**src/rtl/rsa_pkg.sv**
```systemverilog
// Shared widths, FSM state encoding and latency helper for the RSA decrypt core.
package rsa_pkg;

  localparam int DW = 5;
  localparam int AW = 3;

  typedef enum logic [2:0] {
    S_IDLE,
    S_FETCH,
    S_INIT,
    S_EXP,
    S_WRITE,
    S_DONE
  } state_t;

  // Cycles from the ds-sampling cycle to the d_d pulse on a valid operation.
  function automatic int rsa_dec_latency(input int dw);
    return 4 + 2 * dw * (1 + 2 * dw);
  endfunction

endpackage

```
**src/rtl/rsa_decrypt_core_if.sv**
```systemverilog
// Bus bundle of the decrypt core: ciphertext write, decrypt request, plaintext read, status.
interface rsa_decrypt_core_if #(
  parameter int DW = rsa_pkg::DW,
  parameter int AW = rsa_pkg::AW
);
  logic          ct_wren;
  logic [AW-1:0] ct_wraddr;
  logic [DW-1:0] ct_data;
  logic          ds;
  logic [AW-1:0] rdaddr1;
  logic [DW-1:0] mod_n;
  logic [DW-1:0] exp_d;
  logic          pt_rden;
  logic [AW-1:0] pt_rdaddr;
  logic [DW-1:0] pt_dataout;
  logic [DW-1:0] pt_org;
  logic          d_d;
  logic          busy;
  logic          err;

  modport master (
    output ct_wren, ct_wraddr, ct_data, ds, rdaddr1, mod_n, exp_d, pt_rden, pt_rdaddr,
    input  pt_dataout, pt_org, d_d, busy, err
  );

  modport slave (
    input  ct_wren, ct_wraddr, ct_data, ds, rdaddr1, mod_n, exp_d, pt_rden, pt_rdaddr,
    output pt_dataout, pt_org, d_d, busy, err
  );
endinterface

```
**src/rtl/rsa_modmul_seq.sv**
```systemverilog
// Sequential modular multiplier: one cycle to form a*b, then 2*DW restoring
// reduction steps. The result is presented combinationally alongside done_o
// so the caller can start the next operation on the very next cycle.
module rsa_modmul_seq #(
  parameter int DW = rsa_pkg::DW
) (
  input  logic          clk,
  input  logic          rst,
  input  logic          start_i,
  input  logic [DW-1:0] a_i,
  input  logic [DW-1:0] b_i,
  input  logic [DW-1:0] n_i,
  output logic          busy_o,
  output logic          done_o,
  output logic [DW-1:0] result_o
);
  localparam int CW = $clog2(2 * DW + 1);

  logic [2*DW-1:0] p_q, p_d;
  logic [DW-1:0]   r_q, r_d;
  logic [CW-1:0]   cnt_q, cnt_d;
  logic            busy_q, busy_d;
  logic [DW:0]     r_shift;
  logic [DW-1:0]   r_next;

  // One restoring step: bring in the next product bit, subtract n if it fits.
  always_comb begin
    r_shift = {r_q, p_q[2*DW-1]};
    r_next  = (r_shift >= {1'b0, n_i}) ? DW'(r_shift - {1'b0, n_i}) : r_shift[DW-1:0];
  end

  // Product load on start, then one reduction step per cycle.
  always_comb begin
    p_d    = p_q;
    r_d    = r_q;
    cnt_d  = cnt_q;
    busy_d = busy_q;
    if (busy_q) begin
      p_d   = p_q << 1;
      r_d   = r_next;
      cnt_d = cnt_q - CW'(1);
      if (cnt_q == CW'(1)) busy_d = 1'b0;
    end else if (start_i) begin
      p_d    = {{DW{1'b0}}, a_i} * {{DW{1'b0}}, b_i};
      r_d    = '0;
      cnt_d  = CW'(2 * DW);
      busy_d = 1'b1;
    end
  end

  // Multiplier state registers.
  always_ff @(posedge clk) begin
    if (rst) begin
      p_q    <= '0;
      r_q    <= '0;
      cnt_q  <= '0;
      busy_q <= 1'b0;
    end else begin
      p_q    <= p_d;
      r_q    <= r_d;
      cnt_q  <= cnt_d;
      busy_q <= busy_d;
    end
  end

  assign busy_o   = busy_q;
  assign done_o   = busy_q && (cnt_q == CW'(1));
  assign result_o = r_next;

endmodule

```
**src/rtl/rsa_decrypt_core.sv**
```systemverilog
// RSA decryption core: ciphertext RAM, constant-time square-and-multiply
// exponentiation over a sequential modmul, plaintext RAM and status outputs.
//
//   state   | meaning
//   --------+----------------------------------------------------------
//   S_IDLE  | waiting for ds; latches address, n and d on accept
//   S_FETCH | read ciphertext word into c
//   S_INIT  | range check (n<2 or c>=n -> err); seed res=1, base=c
//   S_EXP   | DW bits LSB first, each: res*base (kept if bit set), base^2
//   S_WRITE | store res to plaintext RAM and pt_org
//   S_DONE  | one-cycle d_d pulse
module rsa_decrypt_core #(
  parameter int DW = rsa_pkg::DW,
  parameter int AW = rsa_pkg::AW
) (
  input logic clk,
  input logic rst,
  rsa_decrypt_core_if.slave bus
);
  import rsa_pkg::*;

  localparam int BW = (DW > 1) ? $clog2(DW) : 1;

  state_t        state_q, state_d;
  logic [AW-1:0] addr_q, addr_d;
  logic [DW-1:0] n_q, n_d, e_q, e_d, c_q, c_d;
  logic [DW-1:0] res_q, res_d, base_q, base_d, pt_org_q, pt_org_d;
  logic [BW-1:0] bit_q, bit_d;
  logic          phase_q, phase_d;
  logic          err_q, err_d;
  logic [DW-1:0] pt_dataout_q;
  logic          pt_we;

  logic [DW-1:0] ct_mem [2**AW];
  logic [DW-1:0] pt_mem [2**AW];

  logic          mm_start, mm_busy, mm_done;
  logic [DW-1:0] mm_a, mm_result;

  // phase 0 multiplies res*base, phase 1 squares base.
  assign mm_a = phase_q ? base_q : res_q;

  rsa_modmul_seq #(.DW(DW)) u_modmul (
    .clk      (clk),
    .rst      (rst),
    .start_i  (mm_start),
    .a_i      (mm_a),
    .b_i      (base_q),
    .n_i      (n_q),
    .busy_o   (mm_busy),
    .done_o   (mm_done),
    .result_o (mm_result)
  );

  // Next-state and datapath updates for the decrypt sequence.
  always_comb begin
    state_d  = state_q;
    addr_d   = addr_q;
    n_d      = n_q;
    e_d      = e_q;
    c_d      = c_q;
    res_d    = res_q;
    base_d   = base_q;
    bit_d    = bit_q;
    phase_d  = phase_q;
    err_d    = err_q;
    pt_org_d = pt_org_q;
    mm_start = 1'b0;
    pt_we    = 1'b0;
    unique case (state_q)
      S_IDLE: begin
        if (bus.ds) begin
          addr_d  = bus.rdaddr1;
          n_d     = bus.mod_n;
          e_d     = bus.exp_d;
          err_d   = 1'b0;
          state_d = S_FETCH;
        end
      end
      S_FETCH: begin
        c_d     = ct_mem[addr_q];
        state_d = S_INIT;
      end
      S_INIT: begin
        if ((n_q < DW'(2)) || (c_q >= n_q)) begin
          err_d   = 1'b1;
          state_d = S_DONE;
        end else begin
          res_d   = DW'(1);
          base_d  = c_q;
          bit_d   = '0;
          phase_d = 1'b0;
          state_d = S_EXP;
        end
      end
      S_EXP: begin
        mm_start = !mm_busy;
        if (mm_done) begin
          if (!phase_q) begin
            if (e_q[bit_q]) res_d = mm_result;
            phase_d = 1'b1;
          end else begin
            base_d  = mm_result;
            phase_d = 1'b0;
            if (bit_q == BW'(DW - 1)) state_d = S_WRITE;
            else bit_d = bit_q + BW'(1);
          end
        end
      end
      S_WRITE: begin
        pt_we    = !rst;
        pt_org_d = res_q;
        state_d  = S_DONE;
      end
      S_DONE:  state_d = S_IDLE;
      default: state_d = S_IDLE;
    endcase
  end

  // FSM and datapath registers; reset aborts any operation in flight.
  always_ff @(posedge clk) begin
    if (rst) begin
      state_q  <= S_IDLE;
      addr_q   <= '0;
      n_q      <= '0;
      e_q      <= '0;
      c_q      <= '0;
      res_q    <= '0;
      base_q   <= '0;
      bit_q    <= '0;
      phase_q  <= 1'b0;
      err_q    <= 1'b0;
      pt_org_q <= '0;
    end else begin
      state_q  <= state_d;
      addr_q   <= addr_d;
      n_q      <= n_d;
      e_q      <= e_d;
      c_q      <= c_d;
      res_q    <= res_d;
      base_q   <= base_d;
      bit_q    <= bit_d;
      phase_q  <= phase_d;
      err_q    <= err_d;
      pt_org_q <= pt_org_d;
    end
  end

  // Ciphertext RAM write port, open in every state.
  always_ff @(posedge clk) begin
    if (bus.ct_wren) ct_mem[bus.ct_wraddr] <= bus.ct_data;
  end

  // Plaintext RAM write port, driven only from WRITE.
  always_ff @(posedge clk) begin
    if (pt_we) pt_mem[addr_q] <= res_q;
  end

  // Registered plaintext RAM read, independent of the FSM.
  always_ff @(posedge clk) begin
    if (rst) pt_dataout_q <= '0;
    else if (bus.pt_rden) pt_dataout_q <= pt_mem[bus.pt_rdaddr];
  end

  assign bus.pt_dataout = pt_dataout_q;
  assign bus.pt_org     = pt_org_q;
  assign bus.d_d        = (state_q == S_DONE);
  assign bus.busy       = (state_q == S_FETCH) || (state_q == S_INIT) ||
                          (state_q == S_EXP) || (state_q == S_WRITE);
  assign bus.err        = err_q;

endmodule

```
**src/flat_wrapper.sv**
```systemverilog
// flat-port wrapper written by rule: the top's interface ports become plain ports
module rsa_decrypt_core_flat import rsa_pkg::*;
#(
  parameter int DW = rsa_pkg::DW,
  parameter int AW = rsa_pkg::AW
)
  (clk, rst, bus_ct_wren, bus_ct_wraddr, bus_ct_data, bus_ds, bus_rdaddr1, bus_mod_n, bus_exp_d, bus_pt_rden, bus_pt_rdaddr, bus_pt_dataout, bus_pt_org, bus_d_d, bus_busy, bus_err);
  rsa_decrypt_core_if #(.DW(DW), .AW(AW)) bus_i ();
  input logic clk;
  input logic rst;
  input wire logic [$bits(bus_i.ct_wren)-1:0] bus_ct_wren;
  input wire logic [$bits(bus_i.ct_wraddr)-1:0] bus_ct_wraddr;
  input wire logic [$bits(bus_i.ct_data)-1:0] bus_ct_data;
  input wire logic [$bits(bus_i.ds)-1:0] bus_ds;
  input wire logic [$bits(bus_i.rdaddr1)-1:0] bus_rdaddr1;
  input wire logic [$bits(bus_i.mod_n)-1:0] bus_mod_n;
  input wire logic [$bits(bus_i.exp_d)-1:0] bus_exp_d;
  input wire logic [$bits(bus_i.pt_rden)-1:0] bus_pt_rden;
  input wire logic [$bits(bus_i.pt_rdaddr)-1:0] bus_pt_rdaddr;
  output wire logic [$bits(bus_i.pt_dataout)-1:0] bus_pt_dataout;
  output wire logic [$bits(bus_i.pt_org)-1:0] bus_pt_org;
  output wire logic [$bits(bus_i.d_d)-1:0] bus_d_d;
  output wire logic [$bits(bus_i.busy)-1:0] bus_busy;
  output wire logic [$bits(bus_i.err)-1:0] bus_err;
  assign bus_i.ct_wren = bus_ct_wren;
  assign bus_i.ct_wraddr = bus_ct_wraddr;
  assign bus_i.ct_data = bus_ct_data;
  assign bus_i.ds = bus_ds;
  assign bus_i.rdaddr1 = bus_rdaddr1;
  assign bus_i.mod_n = bus_mod_n;
  assign bus_i.exp_d = bus_exp_d;
  assign bus_i.pt_rden = bus_pt_rden;
  assign bus_i.pt_rdaddr = bus_pt_rdaddr;
  assign bus_pt_dataout = bus_i.pt_dataout;
  assign bus_pt_org = bus_i.pt_org;
  assign bus_d_d = bus_i.d_d;
  assign bus_busy = bus_i.busy;
  assign bus_err = bus_i.err;
  rsa_decrypt_core #(.DW(DW), .AW(AW)) u_core (.clk(clk), .rst(rst), .bus(bus_i));
endmodule
```
**config.mk**
```make
export PLATFORM = sky130hd
export DESIGN_NAME = rsa_decrypt_core_flat
export DESIGN_NICKNAME = d
export VERILOG_FILES = /design/src/rtl/rsa_pkg.sv /design/src/rtl/rsa_decrypt_core_if.sv /design/src/rtl/rsa_modmul_seq.sv /design/src/rtl/rsa_decrypt_core.sv /design/src/flat_wrapper.sv
export SDC_FILE = /design/constraint.sdc
export NUM_CORES = 1
export LEC_CHECK = 0
export CELL_PAD_IN_SITES_DETAIL_PLACEMENT = 0
export CELL_PAD_IN_SITES_GLOBAL_PLACEMENT = 1
export CORE_MARGIN = 3
export CORE_UTILIZATION = 50
export CTS_BUF_LIST = sky130_fd_sc_hd__clkbuf_4
export DETAILED_ROUTE_END_ITERATION = 10
export GPL_TIMING_DRIVEN = 0
export PLACE_DENSITY_LB_ADDON = 0.25
export SETUP_SLACK_MARGIN = 0.15
export SLEW_MARGIN = 20
export SYNTH_ARGS = -nofsm -noshare
export SYNTH_HDL_FRONTEND = slang
export SYNTH_HIERARCHICAL = 1
export SYNTH_SLANG_ARGS = --single-unit
```
**constraint.sdc**
```tcl
create_clock -name clk -period 4.3 [get_ports clk]
set_input_delay 0.86 -clock clk [delete_from_list [all_inputs] [get_ports clk]]
set_output_delay 0.86 -clock clk [all_outputs]
set_load 0.03 [all_outputs]
```
After elaboration in Yosys (flattened, before gate mapping):

Memory sizes are Yosys's and may differ from the RTL's. A register that Yosys moved wholly into a read port is not among the register bits.
Cells that the tools add are included.
W data, S select, Z words.

* reduce and logical (&&, ||, !) cells: 19
* multiplexer cells: 46
* equality and inequality tests: 16
* multipliers: 1
* order comparisons: 4
* add/sub/neg operators: 3

Operators by type and width (number)
* $mux W5: 11
* $mux W3: 9
* $mux W10: 2
* $pmux W5 S2: 2
* $mux W1: 15
* $pmux W3 S5: 1
* $mul A5 B5 Y10: 1
* $ne A2 B1 Y1 const B: 5
* $reduce_and A5 Y1: 2
* $eq A3 B3 Y1 const B: 3
* $mux W4: 2
* $ne A2 B2 Y1 const B: 4
* $reduce_and A4 Y1: 2
* $eq A3 B2 Y1 const B: 2
* $ge A6 B5 Y1: 1
* $pmux W3 S2: 1
* $reduce_and A3 Y1: 2
* $reduce_bool A2 Y1: 3
* $ge A5 B5 Y1: 1
* $lt A5 B2 Y1 const B: 1
* $sub A5 B5 Y5: 1
* $eq A4 B1 Y1 const B: 1
* $logic_or A1 B1 Y1: 4
* $lt A3 B4 Y1 const B: 1
* other kinds (10): 12

* bits in writable memories: 80
* input port bits: 29
* memories kept: 2
* word-level logic and storage cells: 106
* bits in registers: 56
* output and inout port bits: 13

Memories
* u_core.ct_mem: depth 8, width 5, read ports 1, clocked after Yosys merged registers in 1, write ports 1, RTL line rsa_decrypt_core.sv:34 `logic [DW-1:0] ct_mem [2**AW];`
* u_core.pt_mem: depth 8, width 5, read ports 1, clocked after Yosys merged registers in 1, write ports 1, RTL line rsa_decrypt_core.sv:35 `logic [DW-1:0] pt_mem [2**AW];`

Depth between registers and ports, before layout:

Gate-level depths: netlist of the first run.

* depth in word-level cells: 6
* gate-level depth with buffers: 14
* gate-level depth less buffers: 13

By module:

Netlist of the first run, hierarchy kept.

Modules (own cells, without submodules)
* rsa_decrypt_core: cells an instance 409, instances 1, seq. area each 3323.2 sq um, area an instance 5358.9 sq um
* rsa_modmul_seq: cells an instance 214, instances 1, seq. area each 400.4 sq um, area an instance 1854.3 sq um

Least setup slack after synthesis of the first run:

OpenSTA, ideal clock, no wires.

* kind: flip-flop to flip-flop
* start: register u_core.phase_q
* end: register u_core.u_modmul.p_q[6]
* cell stages (with the launch flop): 14
* data arrival time: 3.492 ns
* required time: 4.172 ns
* buffers on the path: 1
* slack: 0.681 ns
* period minus slack after synthesis: 3.619 ns
* setup time: 0.128 ns
* cells stage by stage: dfxtp_1 buf_2 mux2_2 nand2_1 fa_1 fa_1 fa_1 inv_1 ha_1 a21oi_1 o21ai_0 xor2_1 a221oi_1 nor2_1

* longest elaborated chain between the ends: 4

Ends and longest elaborated chain
* from (decl): RTL line rsa_decrypt_core.sv:29 `logic phase_q, phase_d;`
* from (signal assigned): RTL line rsa_decrypt_core.sv:143 `phase_q <= phase_d;`
* $mux W5: RTL line rsa_decrypt_core.sv:41 `assign mm_a = phase_q ? base_q : res_q;`
* named net u_core.mm_a[1]: RTL line rsa_decrypt_core.sv:38 `logic [DW-1:0] mm_a, mm_result;`
* $mul A5 B5 Y10: RTL line rsa_modmul_seq.sv:44 `p_d = {{DW{1'b0}}, a_i} * {{DW{1'b0}}, b_i};`
* $mux W10: RTL line rsa_modmul_seq.sv:43 `end else if (start_i) begin`
* $mux W10: RTL line rsa_modmul_seq.sv:38 `if (busy_q) begin`
* to (signal assigned): RTL line rsa_modmul_seq.sv:59 `p_q <= p_d;`
* to (decl): RTL line rsa_modmul_seq.sv:19 `logic [2*DW-1:0] p_q, p_d;`

The timed path passes the listed nets, and every way through them passes these cells. The select of a mux whose other input is x is not followed.
A chain may end at the register's enable or synchronous reset.

Final worst setup path of the first run:

Ends and elaborated chain as after synthesis.

==> results of run 1 <==
final cells by class:
cell class	instances	area (um^2)	area share (%)
buffer	36	204	2.52
clock buffer	21	158	1.95
clock inverter	11	140	1.73
inverter	32	120	1.48
multi-input combinational	409	3170	39.1
sequential	146	3720	46.0
tap	180	225	2.78
timing repair buffer	36	360	4.45
worst reg2reg max path, stage by stage (launching register included):
cell      delay (ns)
dfxtp_1         0.32
buf_2           0.24
mux2_2          0.41
nand2_1         0.10
fa_1            0.44
fa_1            0.52
fa_1            0.54
inv_1           0.04
ha_1            0.33
a21oi_1         0.22
o21ai_0         0.12
xor2_1          0.15
a221oi_1        0.28
nor2_1          0.07
metal layers:
layer / wire (um) / part of all wire (%)
met1: 6790 / 47
met2: 7090 / 49
met3: 432 / 3.0
met4: 247 / 1.7
met5: 0 / 0
final timing paths:
check             cells after the start                                  end  slack (ns)
setup reg to reg                     13  u_core/u_modmul/p_q[6]$_SDFFE_PP0P_        0.39
hold / removal                        2           u_core/e_q[4]$_SDFFE_PP0P_        0.46
hold reg to reg                       2           u_core/e_q[4]$_SDFFE_PP0P_        0.46
setup / recovery                     13  u_core/u_modmul/p_q[6]$_SDFFE_PP0P_        0.39
kinds of logic after synthesis:
| family | Yosys count |
|---|---|
| buffers and inverters | 68 |
| AOI/OAI and AO/OA | 113 |
| and+or+nand+nor | 193 |
| DFF | 146 |
| adders and majority gates | 42 |
| xor gates and xnor gates | 6 |
| muxes | 55 |
cells in the mapped netlist (10+ instances only):
cell      instances
a211oi_1         14
a21oi_1          43
and2_1           17
clkbuf_1         15
dfxtp_1          66
edfxtp_1         80
fa_1             10
ha_1             32
inv_1            32
mux2_2           10
mux2i_1          27
mux4_2           18
nand2_1          68
nor2_1           45
nor3_1           14
power breakdown:
group          switching, mW  total, mW  internal (mW)
clock network          0.461      0.886          0.425
logic                  0.239      0.427          0.188
registers             0.0423       1.56           1.52
total                  0.742       2.87           2.13
through the flow:
| stage | hold WS [ns] | total power [mW] |
|---|---|---|
| after global placement | 0.438 | 2.00 |
| after detailed placement | 0.443 | 2.02 |
| final | 0.463 | 2.87 |
| after global routing | 0.490 | 3.02 |
| after CTS | 0.465 | 2.91 |
| after floorplan | 0.411 | 1.89 |
registers in the layout, summed over array words and instances, names as in the netlist:
| register | count |
|---|---|
| u_core/e_q | 5 |
| u_core/base_q | 5 |
| u_core/c_q | 5 |
| u_core/bus.pt_org | 5 |
| u_core/u_modmul/r_q | 5 |
| u_core/ct_mem | 40 |
| u_core/n_q | 5 |
| u_core/bus.err | 1 |
| u_core/addr_q | 3 |
| u_core/bus.pt_dataout | 5 |
| u_core/phase_q | 1 |
| u_core/u_modmul/busy_o | 1 |
| u_core/state_q | 3 |
| u_core/bit_q | 3 |
| u_core/u_modmul/cnt_q | 4 |
| u_core/pt_mem | 40 |
| u_core/res_q | 5 |
| u_core/u_modmul/p_q | 10 |
==> results_dict.tcl, run 1 <==
set metrics [dict create \
    outcome "finished, final reports clean" \
    fp.coreArea_mm2 0.0140 \
    ys.flop_type "edfxtp_1" \
    required_ns 4.73 \
    drc 0 \
    use_met3_pct 4.50 \
    drt_iter0_drc 238 \
    cts_setup_buffers 0 \
    slew_headroom_pct 38.3 \
    cts_resized 0 \
    power.density_mw_per_mm2 355 \
    path_class "reg -> reg" \
    min_period_ns 3.91 \
    final_antenna_net_count 0 \
    final_cell_mix "edfxtp_1 (80), nand2_1 (68), dfxtp_1 (66)" \
    ios 42 \
    num-fill-cells 1214 \
    cts-htree-levels 4 \
    post-route-cell-area_mm2 0.00810 \
    wirelength_um 14600 \
    synth_top_family_by_area "simple AND/OR/NAND/NOR gates" \
    clock.fmax_ghz 0.256 \
    grt_first_pass_wirelength_um 24000 \
    regToRegStartpoint "u_core/phase_q$_SDFFE_PP0P_" \
    setup_tns_ns 0 \
    post-route-util_pct 57.9 \
    grtUsageTotal_pct 19.2 \
    cpMostUsedCell "fa_1" \
    cp_cell_sequence "buf_2, mux2_2, nand2_1, fa_1, fa_1, fa_1, inv_1, ha_1, a21oi_1, o21ai_0, xor2_1, a221oi_1, nor2_1" \
    cp.arrival_ns 4.34 \
    min_path_type "reg -> reg" \
    clk_pin_slew_worst_paths_ns 0.11 \
    critPathSlowestCell "fa_1" \
    setup.worst_path.end_class "flop" \
    max-cap-violations 0 \
    drv_slew 0 \
    timing.final.ws_setup_ns 0.393 \
    cp_top_family "adder cells" \
    dp_cells 839 \
    path_max_fanout 10 \
    async_flop_share_pct 0 \
    setup_viol 0 \
    avgViaCountPerCell 5.54 \
    drt_pass1_iterations 5 \
    crit_path_max_incr_delay_ns 0.54 \
    yosysTopAreaCell "edfxtp_1" \
    cts-buffers-inserted 17 \
    io_buffers 36 \
    nets 749 \
    place_ws_ns 0.424 \
    cts_tree "done" \
    synth_compound_area_share_pct 10.9 \
    postSynthCellCount 623 \
    routedWlPerCell_um 16.7 \
    skew_ns 0.0133 \
    synthSimpleGateAreaFrac_pct 13.0 \
    synth_area_mm2 0.00721 \
    globalplace.congestion 0.808 \
    rows 43 \
    clk_path_buf_depth 2 \
    max-vdd-ir-drop_mv 0.249 \
    p_leak_nw 2.91 \
    worstSetupStartpoint "u_core/phase_q$_SDFFE_PP0P_" \
    drive_gt1_share_pct 13.5 \
    final_common_cell "edfxtp_1" \
    clock_latency_ns 0.55 \
    yosys-top-cells-area "edfxtp_1 (33%), dfxtp_1 (18%), mux4_2 (5.6%)" \
    grt.overflow.total 0 \
    vias 4822 \
    ys.warnings.count 6 \
    ys_ff_latch 146 \
    syn2layout_area_growth_pct 12.2 \
    dieArea_mm2 0.0159 \
    die_y_um 126 \
    cp-start-kind "flop" \
    min_from "u_core/e_q[4]$_SDFFE_PP0P_" \
    antenna_found_initial 0 \
    yosysUniqueCellTypes 62 \
    cts.sink_count 146 \
    syn_avg_cell_area_um2 11.6 \
    initial_core_util_pct 51.6 \
    use_met1_pct 24.9 \
    rsz0062_at_grt "false" \
    synth_fa_ha_area_share_pct 8.33 \
    critical_path_buf_inv_count 2 \
    yosys.area_share.xor_xnor_pct 0.729 \
    cts_hold_buffers 0 \
    top_usage_layer "met2" \
    instances_no_fill 871 \
    die_w_um 126 \
    seq_area_frac_synth_pct 51.6 \
    first_global_vias 4919 \
    grt_max_degree 17 \
    cts_root_buf "clkbuf_4" \
    num_antenna_cells 0 \
    synth_edf_count 80 \
    fin_crit_sh_pct 90.9 \
    met2_usage_pct 31.7 \
    syn_nets 694 \
    placed_cell_area_mm2 0.00780 \
    dp_hpwl_um 10900 \
    tightestPinTransition_ns 0.919 \
    synth_mux_area_share_pct 10.9 \
    hold_viol_final 0 \
    synth_top_area_share_pct 33.3 \
]
Note: power is estimated with default switching activity, not from simulation.
==> run 2: changes to the inputs <==
--- a/config.mk
+++ b/config.mk
@@ -13,6 +13,7 @@
 export DETAILED_ROUTE_END_ITERATION = 10
 export GPL_TIMING_DRIVEN = 0
 export PLACE_DENSITY_LB_ADDON = 0.25
+export RECOVER_POWER = 25
 export SETUP_SLACK_MARGIN = 0.15
 export SLEW_MARGIN = 20
 export SYNTH_ARGS = -nofsm -noshare
==> run 2 against run 1 <==
  * Register-to-register slack barely moved
  * Critical path type unchanged
  * Worst setup slack better by 0.0023 ns
  * Largest power group unchanged
  * Hold slack barely moved
  * First-iteration DRC count stayed put
  * Clock power barely moved
  * Non-clock buffer count unchanged
  * Clock skew up 0.00090 ns
  * Critical path depth unchanged
  * Final cell count stayed put
  * Via count is 0.17% higher
==> results_dict.tcl, run 2 (synthesized netlist as in run 1, its figures left out) <==
set metrics [dict create \
    drc 0 \
    grt_first_pass_wirelength_um 24000 \
    drv_slew 0 \
    min_from "u_core/e_q[4]$_SDFFE_PP0P_" \
    final_common_cell "edfxtp_1" \
    avgViaCountPerCell 5.55 \
    drt_pass1_iterations 4 \
    clock_latency_ns 0.55 \
    grt.overflow.total 0 \
    cts-htree-levels 4 \
    cts_resized 0 \
    skew_ns 0.0142 \
    final_antenna_net_count 0 \
    r2r_setup_slack_ns 0.40 \
    cp_cell_sequence "buf_2, mux2_2, nand2_1, fa_1, fa_1, fa_1, inv_1, ha_1, a21oi_1, o21ai_0, xor2_1, a221oi_1, nor2_1" \
    setup.worst_path.end_class "flop" \
    regToRegStartpoint "u_core/phase_q$_SDFFE_PP0P_" \
    holdWs_ns 0.463 \
    wirelength_um 14600 \
    fin_crit_sh_pct 90.8 \
    top_regs "u_core/ct_mem (40), u_core/pt_mem (40), u_core/u_modmul/p_q (10)" \
    grt_max_degree 17 \
    cp-start-kind "flop" \
    cp_top_family "adder cells" \
    final_cell_mix "edfxtp_1 (80), nand2_1 (68), dfxtp_1 (66)" \
    instances_no_fill 871 \
    fin_total_pwr_mw 2.87 \
    cts-buffers-inserted 17 \
    max-vdd-ir-drop_mv 0.249 \
    cpMostUsedCell "fa_1" \
    die_y_um 126 \
    crit_path_max_incr_delay_ns 0.54 \
    outcome "finished, final reports clean" \
    ios 42 \
    cts.sink_count 146 \
    nets 749 \
    min_path_type "reg -> reg" \
    p_leak_nw 2.91 \
    hold_end "u_core/e_q[4]$_SDFFE_PP0P_" \
    tightestPinTransition_ns 0.918 \
    max-cap-violations 0 \
    drt_iter0_drc 238 \
    critPathSlowestCell "fa_1" \
    globalplace.congestion 0.808 \
    critical_path_buf_inv_count 2 \
    initial_core_util_pct 51.6 \
    placed_cell_area_mm2 0.00780 \
    io_buffers 36 \
    first_global_vias 4919 \
    dieArea_mm2 0.0159 \
    path_class "reg -> reg" \
    clk_pin_slew_worst_paths_ns 0.11 \
    grtUsageTotal_pct 19.2 \
    slew_headroom_pct 38.3 \
    path_max_fanout 10 \
    rr_worst_depth 13 \
    clock.fmax_ghz 0.256 \
    required_ns 4.73 \
    routedWlPerCell_um 16.7 \
    fp.coreArea_mm2 0.0140 \
    min_path_cells 2 \
    antenna_found_initial 0 \
    vias 4830 \
    power.density_mw_per_mm2 354 \
    cts_tree "done" \
    cts_setup_buffers 0 \
    cp.arrival_ns 4.34 \
    cts_root_buf "clkbuf_4" \
    die_w_um 126 \
    syn2layout_area_growth_pct 12.2 \
    setup_viol 0 \
    num_antenna_cells 0 \
    drive_gt1_share_pct 13.5 \
    setup_tns_ns 0 \
    min_period_ns 3.90 \
    rows 43 \
    post-route-cell-area_mm2 0.00810 \
    worstReg2RegEnd "u_core/u_modmul/p_q[6]$_SDFFE_PP0P_" \
    clk_path_buf_depth 2 \
    cts_hold_buffers 0 \
    dp_hpwl_um 10900 \
    hold_viol_final 0 \
    rsz0062_at_grt "false" \
    dp_cells 839 \
]
-- run 2: cell count changes in the layout (fill, tap and decap cells not counted), sizes merged --
cell and change:
clkdlybuf4s50 -3, dlygate4sd3 +3
-- run 2: layout make-up --
type / count / area [um^2]
buffer: 36 / 204
clock buffer: 21 / 158
clock inverter: 11 / 140
fill: 1214 / 5890
inverter: 32 / 120
multi-input combinational: 409 / 3170
sequential: 146 / 3720
tap: 180 / 225
timing repair buffer: 36 / 360
-- run 2: how the worst max path moves through the flow --
stage	startpoint	endpoint	cells past startpoint
2_1_floorplan	u_core/phase_q$_SDFFE_PP0P_	u_core/u_modmul/p_q[6]$_SDFFE_PP0P_	13
6_report	u_core/phase_q$_SDFFE_PP0P_	u_core/u_modmul/p_q[6]$_SDFFE_PP0P_	13
4_1_cts	u_core/phase_q$_SDFFE_PP0P_	u_core/u_modmul/p_q[6]$_SDFFE_PP0P_	13
3_3_place_gp	u_core/phase_q$_SDFFE_PP0P_	u_core/u_modmul/p_q[6]$_SDFFE_PP0P_	13
3_5_place_dp	u_core/phase_q$_SDFFE_PP0P_	u_core/u_modmul/p_q[6]$_SDFFE_PP0P_	13
5_1_grt	u_core/phase_q$_SDFFE_PP0P_	u_core/u_modmul/p_q[6]$_SDFFE_PP0P_	13
-- run 2: tightest hold or removal path, cell delays in order, from the launching register on --
cell and delay [ns]:
dfxtp_1 0.32, nand2_1 0.05, a21oi_1 0.05
-- run 2: power by group --
group          leakage [nW]  internal, mW  total, mW  switching, mW
Sequential             1.23          1.52       1.56         0.0422
Clock                 0.160         0.425      0.885          0.460
Combinational          1.52         0.188      0.426          0.239
Total                  2.91          2.13       2.87          0.742
-- run 2: stage by stage --
stage	setup WS [ns]	util [%]
2_1_floorplan	0.681	-
3_3_place_gp	0.433	55.8
3_5_place_dp	0.424	55.8
4_1_cts	0.397	57.9
5_1_grt	0.162	57.9
6_report	0.395	57.9
-- run 2: per-layer routing --
layer / vias up / track usage [%] / wire [um]
met5: - / 0 / 0
met3: 22 / 4.50 / 427
met1: 2356 / 24.9 / 6780
li1: 2381 / - / -
met4: 0 / 6.81 / 280
met2: 71 / 31.7 / 7070
